===== src/rtl/uart_rx.sv =====
// 8N1 UART receiver.
// The 2-flop synchronised RXD line is sampled at mid-bit using a runtime-programmable
// bit period. One received byte is held for the register file, along with a valid level,
// a sticky overrun flag and a one-cycle framing-error pulse.
module uart_rx #(
    parameter int BAUD_RATE = 115200,
    parameter int CLK_FREQ  = 50000000
) (
    input  logic        clk,
    input  logic        rst_n,
    input  logic        wr_bit_period_i,
    input  logic [15:0] bit_period_i,
    input  logic        uart_rxd,
    input  logic        rd_i,
    output logic [7:0]  rx_data,
    output logic        rx_valid,
    output logic        rx_overrun,
    output logic        rx_frame_err,
    output logic        rx_busy
);

    localparam logic [15:0] DEFAULT_BIT_PERIOD = 16'((CLK_FREQ / BAUD_RATE) - 1);

    typedef enum logic [1:0] {
        IDLE  = 2'd0,
        START = 2'd1,
        DATA  = 2'd2,
        STOP  = 2'd3
    } state_t;

    logic        sync1_r;
    logic        sync2_r;
    logic        rxd_s;
    logic [15:0] bit_period_r;

    state_t      state_r;
    state_t      state_next_s;
    logic [15:0] counter_r;
    logic [15:0] counter_next_s;
    logic [2:0]  bit_index_r;
    logic [2:0]  bit_index_next_s;
    logic [7:0]  shreg_r;
    logic [7:0]  shreg_next_s;
    logic        sample_s;

    logic [7:0]  rx_data_r;
    logic [7:0]  data_next_s;
    logic        rx_valid_r;
    logic        valid_next_s;
    logic        rx_overrun_r;
    logic        overrun_next_s;
    logic        rx_frame_err_r;
    logic        frame_err_next_s;
    logic        rx_busy_r;

    assign rxd_s        = sync2_r;
    assign sample_s     = (counter_r == 16'd0);
    assign rx_data      = rx_data_r;
    assign rx_valid     = rx_valid_r;
    assign rx_overrun   = rx_overrun_r;
    assign rx_frame_err = rx_frame_err_r;
    assign rx_busy      = rx_busy_r;

    // Two-flop synchroniser; the chain idles high like the line itself.
    always_ff @(posedge clk) begin
        if (!rst_n) begin
            sync1_r <= 1'b1;
            sync2_r <= 1'b1;
        end else begin
            sync1_r <= uart_rxd;
            sync2_r <= sync1_r;
        end
    end

    // Bit-period register; a new value is only picked up at the next counter reload.
    always_ff @(posedge clk) begin
        if (!rst_n) begin
            bit_period_r <= DEFAULT_BIT_PERIOD;
        end else if (wr_bit_period_i) begin
            bit_period_r <= bit_period_i;
        end else begin
            bit_period_r <= bit_period_r;
        end
    end

    // Next-state and datapath decode: every non-IDLE state acts only when the counter hits zero.
    always_comb begin
        state_next_s     = state_r;
        counter_next_s   = counter_r;
        bit_index_next_s = bit_index_r;
        shreg_next_s     = shreg_r;
        data_next_s      = rx_data_r;
        valid_next_s     = rx_valid_r;
        overrun_next_s   = rx_overrun_r;
        frame_err_next_s = 1'b0;

        if (rd_i) begin
            valid_next_s   = 1'b0;
            overrun_next_s = 1'b0;
        end else begin
            valid_next_s   = rx_valid_r;
            overrun_next_s = rx_overrun_r;
        end

        if ((state_r != IDLE) && !sample_s) begin
            counter_next_s = counter_r - 16'd1;
        end else begin
            counter_next_s = counter_r;
        end

        case (state_r)
            IDLE: begin
                if (!rxd_s) begin
                    counter_next_s   = {1'b0, bit_period_r[15:1]};
                    bit_index_next_s = 3'd0;
                    state_next_s     = START;
                end else begin
                    state_next_s = IDLE;
                end
            end
            START: begin
                if (sample_s) begin
                    if (rxd_s) begin
                        state_next_s = IDLE;
                    end else begin
                        counter_next_s = bit_period_r;
                        state_next_s   = DATA;
                    end
                end else begin
                    state_next_s = START;
                end
            end
            DATA: begin
                if (sample_s) begin
                    shreg_next_s     = {rxd_s, shreg_r[7:1]};
                    bit_index_next_s = bit_index_r + 3'd1;
                    counter_next_s   = bit_period_r;
                    if (bit_index_r == 3'd7) begin
                        state_next_s = STOP;
                    end else begin
                        state_next_s = DATA;
                    end
                end else begin
                    state_next_s = DATA;
                end
            end
            STOP: begin
                if (sample_s) begin
                    state_next_s = IDLE;
                    if (rxd_s) begin
                        data_next_s  = shreg_r;
                        valid_next_s = 1'b1;
                        if (rx_valid_r && !rd_i) begin
                            overrun_next_s = 1'b1;
                        end else begin
                            overrun_next_s = rd_i ? 1'b0 : rx_overrun_r;
                        end
                    end else begin
                        frame_err_next_s = 1'b1;
                    end
                end else begin
                    state_next_s = STOP;
                end
            end
            default: begin
                state_next_s = IDLE;
            end
        endcase
    end

    // State, datapath and registered status outputs.
    always_ff @(posedge clk) begin
        if (!rst_n) begin
            state_r        <= IDLE;
            counter_r      <= 16'd0;
            bit_index_r    <= 3'd0;
            shreg_r        <= 8'd0;
            rx_data_r      <= 8'd0;
            rx_valid_r     <= 1'b0;
            rx_overrun_r   <= 1'b0;
            rx_frame_err_r <= 1'b0;
            rx_busy_r      <= 1'b0;
        end else begin
            state_r        <= state_next_s;
            counter_r      <= counter_next_s;
            bit_index_r    <= bit_index_next_s;
            shreg_r        <= shreg_next_s;
            rx_data_r      <= data_next_s;
            rx_valid_r     <= valid_next_s;
            rx_overrun_r   <= overrun_next_s;
            rx_frame_err_r <= frame_err_next_s;
            rx_busy_r      <= (state_next_s != IDLE);
        end
    end

endmodule

===== config.mk =====
export PLATFORM = sky130hd
export DESIGN_NAME = uart_rx
export DESIGN_NICKNAME = d
export VERILOG_FILES = /design/src/rtl/uart_rx.sv
export SDC_FILE = /design/constraint.sdc
export NUM_CORES = 1
export LEC_CHECK = 0
export CORE_MARGIN = 3
export CORE_UTILIZATION = 51
export DETAILED_ROUTE_END_ITERATION = 12
export PLACE_DENSITY = 0.87
export SKIP_CTS_REPAIR_TIMING = 1
export SYNTH_ARGS = -nofsm -noshare
export SYNTH_HDL_FRONTEND = slang
export SYNTH_SLANG_ARGS = --single-unit

===== constraint.sdc =====
create_clock -name clk -period 2.1 [get_ports clk]
set_input_delay 0.42 -clock clk [delete_from_list [all_inputs] [get_ports clk]]
set_output_delay 0.42 -clock clk [all_outputs]
set_load 0.1 [all_outputs]

==> impl_metrics.yaml, run 1 <==
floorplan:
  die_w_um: 83.4
  die_h_um: 83.4
  initial_core_util_pct: 54.2
  io_pins: 33
  die_area_mm2: 0.00696
  rows: 27
  core_area_mm2: 0.00564
sta:
  rsz0062_at_grt: "true"
  slew_violations: 0
  period_needed_ns: 2.17
  timing.final.ws_setup_ns: -0.0717
  fin_skew_ns: 0.00646
  tightest_slew_ns: 0.598
  hold_viol: 0
  period_share_pct: 103
  setup_violations: 5
  hold_slack_ns: 0.423
  slew_headroom_pct: 60.1
  setup-tns-final_ns: -0.242
  fmax_ghz: 0.460
route:
  first_iter_violations: 480
  num_vias: 3079
  firstDrtPassIters: 5
  drc: 0
  viasPerCell: 6.20
  wl_um: 9120
  wl_per_cell_um: 18.3
  antenna_left: 0
layout:
  syn2layout_area_growth_pct: 25.6
  final_design_area_no_fill_mm2: 0.00384
  diodes: 0
  area.sequential_mm2: 0.00118
  final_cell_mix: "57 x nand2_1, 57 x dfxtp_1, 52 x a21oi_1, 43 x buf_4, 28 x nor2_1"
  multiInputGateArea_mm2: 0.00178
  nFillCells: 374
  drive_above_1_share_pct: 20.2
  fin_nets: 444
  final_cells: 497
global_route:
  grt_pass1_vias: 2930
  grtUsageTotal_pct: 24.3
  antenna_found_initial: 0
  grt_max_degree: 26
  grt_pass1_wl_um: 13700
  use_met2_pct: 39.4
  met3_usage_pct: 4.07
  grt-ovfl-total: 0
  grt.busiest_layer: "met2"
  grtUsageMet1_pct: 30.1
pwr:
  ir_worst_vdd_mv: 0.724
  power.density_mw_per_mm2: 1280
  power.leakage_nw: 1.52
placement:
  gp_congestion: 0.913
  place_area_mm2: 0.00355
  preCtsSetupSlack_ns: -0.00341
  dp.cells: 477
  portBuffers: 32
  dp_hpwl_um: 5870
worst_setup_path:
  startpoint_type: "flip-flop"
  crit_fanout: 5
  worstPathRequired_ns: 2.33
  cp_data_arrival_time_ns: 2.40
  end_kind: "flip-flop"
  worst-setup-path-type: "reg2reg"
clocking:
  root_buffer: "clkbuf_8"
  insertion_delay_ns: 0.34
  cts.sinks: 59
  h-tree-depth: 3
  clk_pin_slew_worst_paths_ns: 0.07
  cts_tree: "built"
  numCtsBuffers: 9
  cts_buffer_depth: 2
synth:
  yosysWarningCount: 0
  syn-num-nets: 396
  synth_cell_types: 54
  async_flop_share_pct: 0
  synthCells: 372
  synth_area_mm2: 0.00306
  ys_top_cells_by_area: "dfxtp_1 39%, a21oi_1 8.5%, mux2i_1 8.5%, nand2_1 7.0%, nor2_1 3.6%"
  ys.flop_type: "dfxtp_1"
  synth_top_area_share_pct: 38.6
  synth-edff-count: 0
  postSynthAreaPerCell_um2: 8.22
  yosys.area.top_type: "dfxtp_1"
  seq_area_frac_synth_pct: 38.6
  synth-seq-cells: 59
status:
  violations: "negative setup slack"
  status: "complete, but fails checks"
run:
  cap_violations: 0
hold_path:
  hold_path.class: "reg2reg"
[Yosys cell counts (all sizes together), types with 2 or more instances]
| library cell | instances |
|---|---|
| nand4 | 3 |
| a31oi | 2 |
| nand2 | 57 |
| nand2b | 15 |
| nor2b | 4 |
| buf | 7 |
| o221ai | 12 |
| mux2i | 26 |
| a21oi | 52 |
| nor4b | 3 |
| and3 | 4 |
| nor2 | 29 |
| ha | 3 |
| dfxtp | 59 |
| nand3 | 9 |
| or3 | 3 |
| a221oi | 2 |
| nor4 | 5 |
| o21ai | 6 |
| xor2 | 6 |
| nor3 | 10 |
| inv | 6 |
| or4 | 3 |
| xnor2 | 4 |
| and4 | 2 |
| or2 | 2 |
| clkbuf | 21 |
[critical path, cell delays in order (launching register included)]
cell and delay, ns:
dfxtp_2 0.33, inv_2 0.08, ha_4 0.14, or4b_4 0.50, nor3_4 0.28, and3_4 0.27
buf_12 0.13, mux2i_1 0.25, nor2_1 0.08
[where the power goes]
part | switching [W] | leakage [nW] | internal (W) | total (W)
logic | 0.00137 | 0.939 | 0.00107 | 0.00244
registers | 0.000196 | 0.482 | 0.00126 | 0.00146
clock network | 0.000482 | 0.0950 | 0.000542 | 0.00102
[cell type report]
type	instances	area share (%)
clock buffers	9	3.22
clock inverters	7	1.79
inverters	6	0.586
multi-input cells	279	46.4
flip-flops and latches	59	30.8
well taps	72	2.35
repair buffers	65	14.8
[path summary, 6_finish.rpt]
kind / end / slack, ns / start / cells past startpoint
worst max-delay path: rx_data[7] / -0.07 / counter_r[0] / 8
worst min-delay path: rxd_s / 0.42 / sync1_r / 1
worst max register to register: rx_data[7] / -0.07 / counter_r[0] / 8
worst min register to register: rxd_s / 0.42 / sync1_r / 1
[flip-flops by register name (all words and copies together), names as in the netlist]
register	flops
bit_period_r	16
counter_r	16
rx_data	8
shreg_r	8
bit_index_r	3
state_r	2
rx_busy	1
rx_frame_err	1
rx_overrun	1
rx_valid	1
rxd_s	1
sync1_r	1
[through the flow]
| stage | power (W) | util, % |
|---|---|---|
| 2_1_floorplan | 0.00291 | - |
| 3_3_place_gp | 0.00364 | 62.9 |
| 3_5_place_dp | 0.00370 | 62.9 |
| 4_1_cts | 0.00473 | 66.3 |
| 5_1_grt | 0.00516 | 68.1 |
| 6_report | 0.00492 | 68.1 |
[routing by layer]
metal  part of all wire, %  vias up  wire [um]
li1                      -     1420          -
met1                    38     1409       3450
met2                    49      207       4470
met3                   8.7       43        792
met4                   4.5        0        406
met5                     0        -          0
[logic make-up after synthesis]
| kind of cell | count (synthesis) | share of synthesized area, % |
|---|---|---|
| and+or+nand+nor | 152 | 26.2 |
| AOI/OAI and AO/OA | 88 | 17.9 |
| DFF | 59 | 38.6 |
| buffers and inverters | 34 | 4.66 |
| muxes | 26 | 8.51 |
| xor gates and xnor gates | 10 | 2.86 |
| adders and majority gates | 3 | 1.23 |
Note: power is estimated with default switching activity, not from simulation.
==> run 2, diff against run 1 <==
--- a/config.mk
+++ b/config.mk
@@ -8,8 +8,10 @@
 export CORE_MARGIN = 3
 export CORE_UTILIZATION = 51
 export DETAILED_ROUTE_END_ITERATION = 12
+export GPL_TIMING_DRIVEN = 0
 export PLACE_DENSITY = 0.87
 export SKIP_CTS_REPAIR_TIMING = 1
+export SKIP_LAST_GASP = 1
 export SYNTH_ARGS = -nofsm -noshare
 export SYNTH_HDL_FRONTEND = slang
 export SYNTH_SLANG_ARGS = --single-unit
==> impl_metrics.yaml, run 2 (synthesized netlist as in run 1, its figures left out) <==
status:
  status: "complete, but fails checks"
  violations: "negative setup slack"
global_route:
  antenna_found_initial: 0
  grt_pass1_vias: 2781
  grt-ovfl-total: 0
  grt_pass1_wl_um: 13600
  grt_max_degree: 13
  grtUsageTotal_pct: 24.2
pwr:
  power.leakage_nw: 1.74
  power.density_mw_per_mm2: 1330
  ir_worst_vdd_mv: 0.810
clocking:
  clk_pin_slew_worst_paths_ns: 0.07
  insertion_delay_ns: 0.36
  cts_buffer_depth: 2
  root_buffer: "clkbuf_8"
  h-tree-depth: 3
  cts_tree: "built"
  cts.sinks: 59
  numCtsBuffers: 9
route:
  wl_um: 10200
  firstDrtPassIters: 6
  wl_per_cell_um: 20.3
  first_iter_violations: 508
  drc: 0
  viasPerCell: 6.51
  num_vias: 3287
  met3_length_um: 1080
  wl_met2_um: 4760
  antenna_left: 0
  top_layer: "met4"
  met1Wirelength_um: 3920
sta:
  tightest_slew_ns: 0.976
  period_needed_ns: 2.20
  fmax_ghz: 0.454
  fin_skew_ns: 0.0132
  slew_violations: 0
  period_share_pct: 105
  setup-tns-final_ns: -0.265
  timing.final.ws_setup_ns: -0.101
  slew_headroom_pct: 34.8
  rsz0062_at_grt: "true"
  setup_violations: 7
  hold_viol: 0
worst_setup_path:
  worst-setup-path-type: "reg2reg"
  worstPathRequired_ns: 2.35
  startpoint_type: "flip-flop"
  crit_fanout: 6
  cp_data_arrival_time_ns: 2.45
  end_kind: "flip-flop"
layout:
  fin_nets: 452
  diodes: 0
  syn2layout_area_growth_pct: 35.7
  reg_top3: "bit_period_r: 16 flops, counter_r: 16 flops"
  final_design_area_no_fill_mm2: 0.00415
  final_cells: 505
  drive_above_1_share_pct: 20.3
  final_cell_mix: "57 x nand2_1, 57 x dfxtp_1, 45 x a21oi_1, 29 x nor2_1, 26 x mux2i_1"
floorplan:
  io_pins: 33
  die_h_um: 83.4
  rows: 27
  initial_core_util_pct: 54.2
  die_w_um: 83.4
  die_area_mm2: 0.00696
  core_area_mm2: 0.00564
placement:
  place_area_mm2: 0.00346
  gp_congestion: 0.967
  preCtsSetupSlack_ns: -0.361
  dp.cells: 475
  portBuffers: 31
  dp_hpwl_um: 5790
hold_path:
  hold_path.class: "reg2reg"
run:
  cap_violations: 0
==> run 2: changes by cell type in the layout (fill, tap and decap cells not counted), sizes merged <==
cell,previous run,this run
buf,44,24
clkbuf,10,26
dlymetal6s2s,0,12
clkinv,4,2
and3,4,5
bufinv,1,2
clkdlybuf4s50,20,19
inv,6,7
==> run 2: critical path, cell delays in order, from the launching register on <==
cell and delay (ns):
dfxtp_4 0.37, inv_4 0.06, ha_4 0.14, or4b_4 0.49, nor3_4 0.24, buf_12 0.16, nand3_4 0.11, buf_6 0.16
o221a_4 0.24, o21a_1 0.12
==> run 2: per-stage QoR <==
step | hold slack [ns] | utilization [%] | power, W
5_1_grt | 0.447 | 73.5 | 0.00571
2_1_floorplan | 0.386 | - | 0.00291
3_5_place_dp | 0.407 | 61.3 | 0.00341
6_report | 0.428 | 73.5 | 0.00553
4_1_cts | 0.423 | 65.3 | 0.00458
3_3_place_gp | 0.393 | 61.3 | 0.00335
==> run 2: path summary, 6_finish.rpt <==
path	from	endpoint	slack, ns	cells after the start
worst max-delay path	counter_r[1]	counter_r[8]	-0.10	9
worst min-delay path	sync1_r	rxd_s	0.43	1
worst max register to register	counter_r[1]	counter_r[8]	-0.10	9
worst min register to register	sync1_r	rxd_s	0.43	1
==> run 2: cell type report <==
cell class                 count  area [um2]
sequential                    59        1190
timing repair buffer          47         488
clock inverter                 7         101
multi-input combinational    280        2000
clock buffer                   9         124
tap                           72        90.1
fill                         324        1490
inverter                       6        25.0
buffer                        25         131
==> run 2: routing by layer <==
| metal | global-route usage, % | vias to the layer above |
|---|---|---|
| li1 | - | 1442 |
| met1 | 31.8 | 1535 |
| met2 | 37.5 | 258 |
| met3 | 5.95 | 52 |
| met4 | 10.8 | 0 |
| met5 | 0 | - |
==> run 2: report_power, final <==
| group | leakage [nW] | switching [W] | internal, W |
|---|---|---|---|
| combinational | 1.15 | 0.00157 | 0.00125 |
| sequential | 0.483 | 0.000255 | 0.00126 |
| clock | 0.106 | 0.000514 | 0.000675 |
==> run 3, diff against run 2 <==
--- a/config.mk
+++ b/config.mk
@@ -9,7 +9,7 @@
 export CORE_UTILIZATION = 51
 export DETAILED_ROUTE_END_ITERATION = 12
 export GPL_TIMING_DRIVEN = 0
-export PLACE_DENSITY = 0.87
+export PLACE_DENSITY_LB_ADDON = 0.1
 export SKIP_CTS_REPAIR_TIMING = 1
 export SKIP_LAST_GASP = 1
 export SYNTH_ARGS = -nofsm -noshare
==> impl_metrics.yaml, run 3 (synthesized netlist as in run 1, its figures left out) <==
route:
  drc: 0
  firstDrtPassIters: 5
  wl_per_cell_um: 17.2
  num_vias: 2939
  antenna_left: 0
  viasPerCell: 5.82
  wl_um: 8710
  first_iter_violations: 345
clocking:
  cts_buffer_depth: 2
  h-tree-depth: 3
  clk_pin_slew_worst_paths_ns: 0.07
  cts_tree: "built"
  cts.sinks: 59
  insertion_delay_ns: 0.34
  root_buffer: "clkbuf_8"
  numCtsBuffers: 9
floorplan:
  die_w_um: 83.4
  core_area_mm2: 0.00564
  die_h_um: 83.4
  die_area_mm2: 0.00696
  initial_core_util_pct: 54.2
  io_pins: 33
  rows: 27
worst_setup_path:
  worst-setup-path-type: "reg2reg"
  end_kind: "flip-flop"
  path_cells: "inv_4 > ha_4 > or4b_4 > nor3_4 > and3_4 > clkbuf_16 > mux2i_1 > nor2_1"
  rrSetupSlack_ns: -0.14
  worstPathRequired_ns: 2.31
  cp_slowest_cell: "or4b_4"
  worstReg2RegEnd: "rx_data[7]"
  r2r_start: "counter_r[1]"
  reg2regPathDepth: 8
  cp_data_arrival_time_ns: 2.46
  endpoint: "rx_data[7]"
  startpoint_type: "flip-flop"
  startpoint: "counter_r[1]"
  crit_fanout: 6
  critPathMaxStageDelay_ns: 0.48
status:
  status: "complete, but fails checks"
  violations: "negative setup slack"
sta:
  hold_viol: 0
  slew_headroom_pct: 33.6
  setup_violations: 32
  fin_skew_ns: 0.0158
  rsz0062_at_grt: "true"
  fmax_ghz: 0.445
  period_needed_ns: 2.24
  period_share_pct: 107
  tightest_slew_ns: 0.994
  slew_violations: 0
  timing.final.ws_setup_ns: -0.145
global_route:
  grt-ovfl-total: 0
  grtUsageTotal_pct: 23.1
  grt_max_degree: 11
  grt_pass1_wl_um: 13100
  grt_pass1_vias: 2593
  antenna_found_initial: 0
placement:
  portBuffers: 31
  dp.cells: 475
  gp_congestion: 0.856
  dp_hpwl_um: 5610
layout:
  final_cell_mix: "57 x dfxtp_1, 49 x nand2_1, 41 x a21oi_1, 29 x nor2_1, 25 x mux2i_1"
  final_common_cell: "dfxtp_1"
  diodes: 0
  reg_top3: "bit_period_r: 16 flops, counter_r: 16 flops"
  syn2layout_area_growth_pct: 36.5
  drive_above_1_share_pct: 23.1
  final_cells: 505
  post-route-util_pct: 74.0
  fin_nets: 452
hold_path:
  hold_path.class: "reg2reg"
  hp-start: "sync1_r"
pwr:
  ir_worst_vdd_mv: 1.48
  power.leakage_nw: 1.75
  power.density_mw_per_mm2: 1290
run:
  cap_violations: 0
## run 3: cell count changes in the layout (fill, tap and decap cells not counted), sizes merged
cell      before  now
and3           5    4
clkbuf        26   30
clkinvlp       2    0
inv            7    6
## run 3: area by class of cell
cell class	count	area, um2
Fill cell	395	1470
Clock buffer	12	145
Inverter	6	27.5
Tap cell	72	90.1
Buffer	25	138
Clock inverter	4	73.8
Timing Repair Buffer	48	498
Sequential cell	59	1190
Multi-Input combinational cell	279	2010
## run 3: critical path, delay by kind of cell, from the launching register on
kind	cells	cell delay [ns]
and+or+nand+nor	4	1.20
DFF	1	0.37
buffers and inverters	2	0.21
muxes	1	0.20
adders and majority gates	1	0.13
## run 3: how the worst min path moves through the flow
| stage | endpoint | slack [ns] | cells past startpoint |
|---|---|---|---|
| after floorplan | rxd_s | 0.39 | 1 |
| after global placement | rxd_s | 0.39 | 1 |
| after detailed placement | rxd_s | 0.40 | 1 |
| after CTS | rxd_s | 0.41 | 1 |
| after global routing | rxd_s | 0.43 | 1 |
| final | rxd_s | 0.41 | 1 |
## run 3: power breakdown
part	internal (W)	total, W	leakage, nW	switching, W
Clock	0.000701	0.00114	0.111	0.000440
Combinational	0.00121	0.00271	1.16	0.00151
Sequential	0.00126	0.00152	0.483	0.000252
## run 3: per-layer routing
| metal | track usage [%] | share of wire (%) | vias to the layer above |
|---|---|---|---|
| met5 | 0 | 0 | - |
| met4 | 8.77 | 2.2 | 0 |
| met3 | 5.36 | 7.8 | 19 |
| met2 | 33.7 | 45 | 145 |
| met1 | 33.0 | 45 | 1332 |
| li1 | - | - | 1443 |
## run 3: through the flow
stage	hold slack [ns]	instance area [um2]	setup WS (ns)	power [W]	setup TNS (ns)
CTS	0.409	3680	-0.345	0.00456	-8.10
global placement	0.392	3460	-0.345	0.00340	-5.30
global route	0.427	4170	-0.227	0.00563	-4.86
floorplan	0.386	3060	0.134	0.00291	0
detailed placement	0.402	3460	-0.323	0.00342	-5.61
finish	0.406	4170	-0.145	0.00537	-2.30
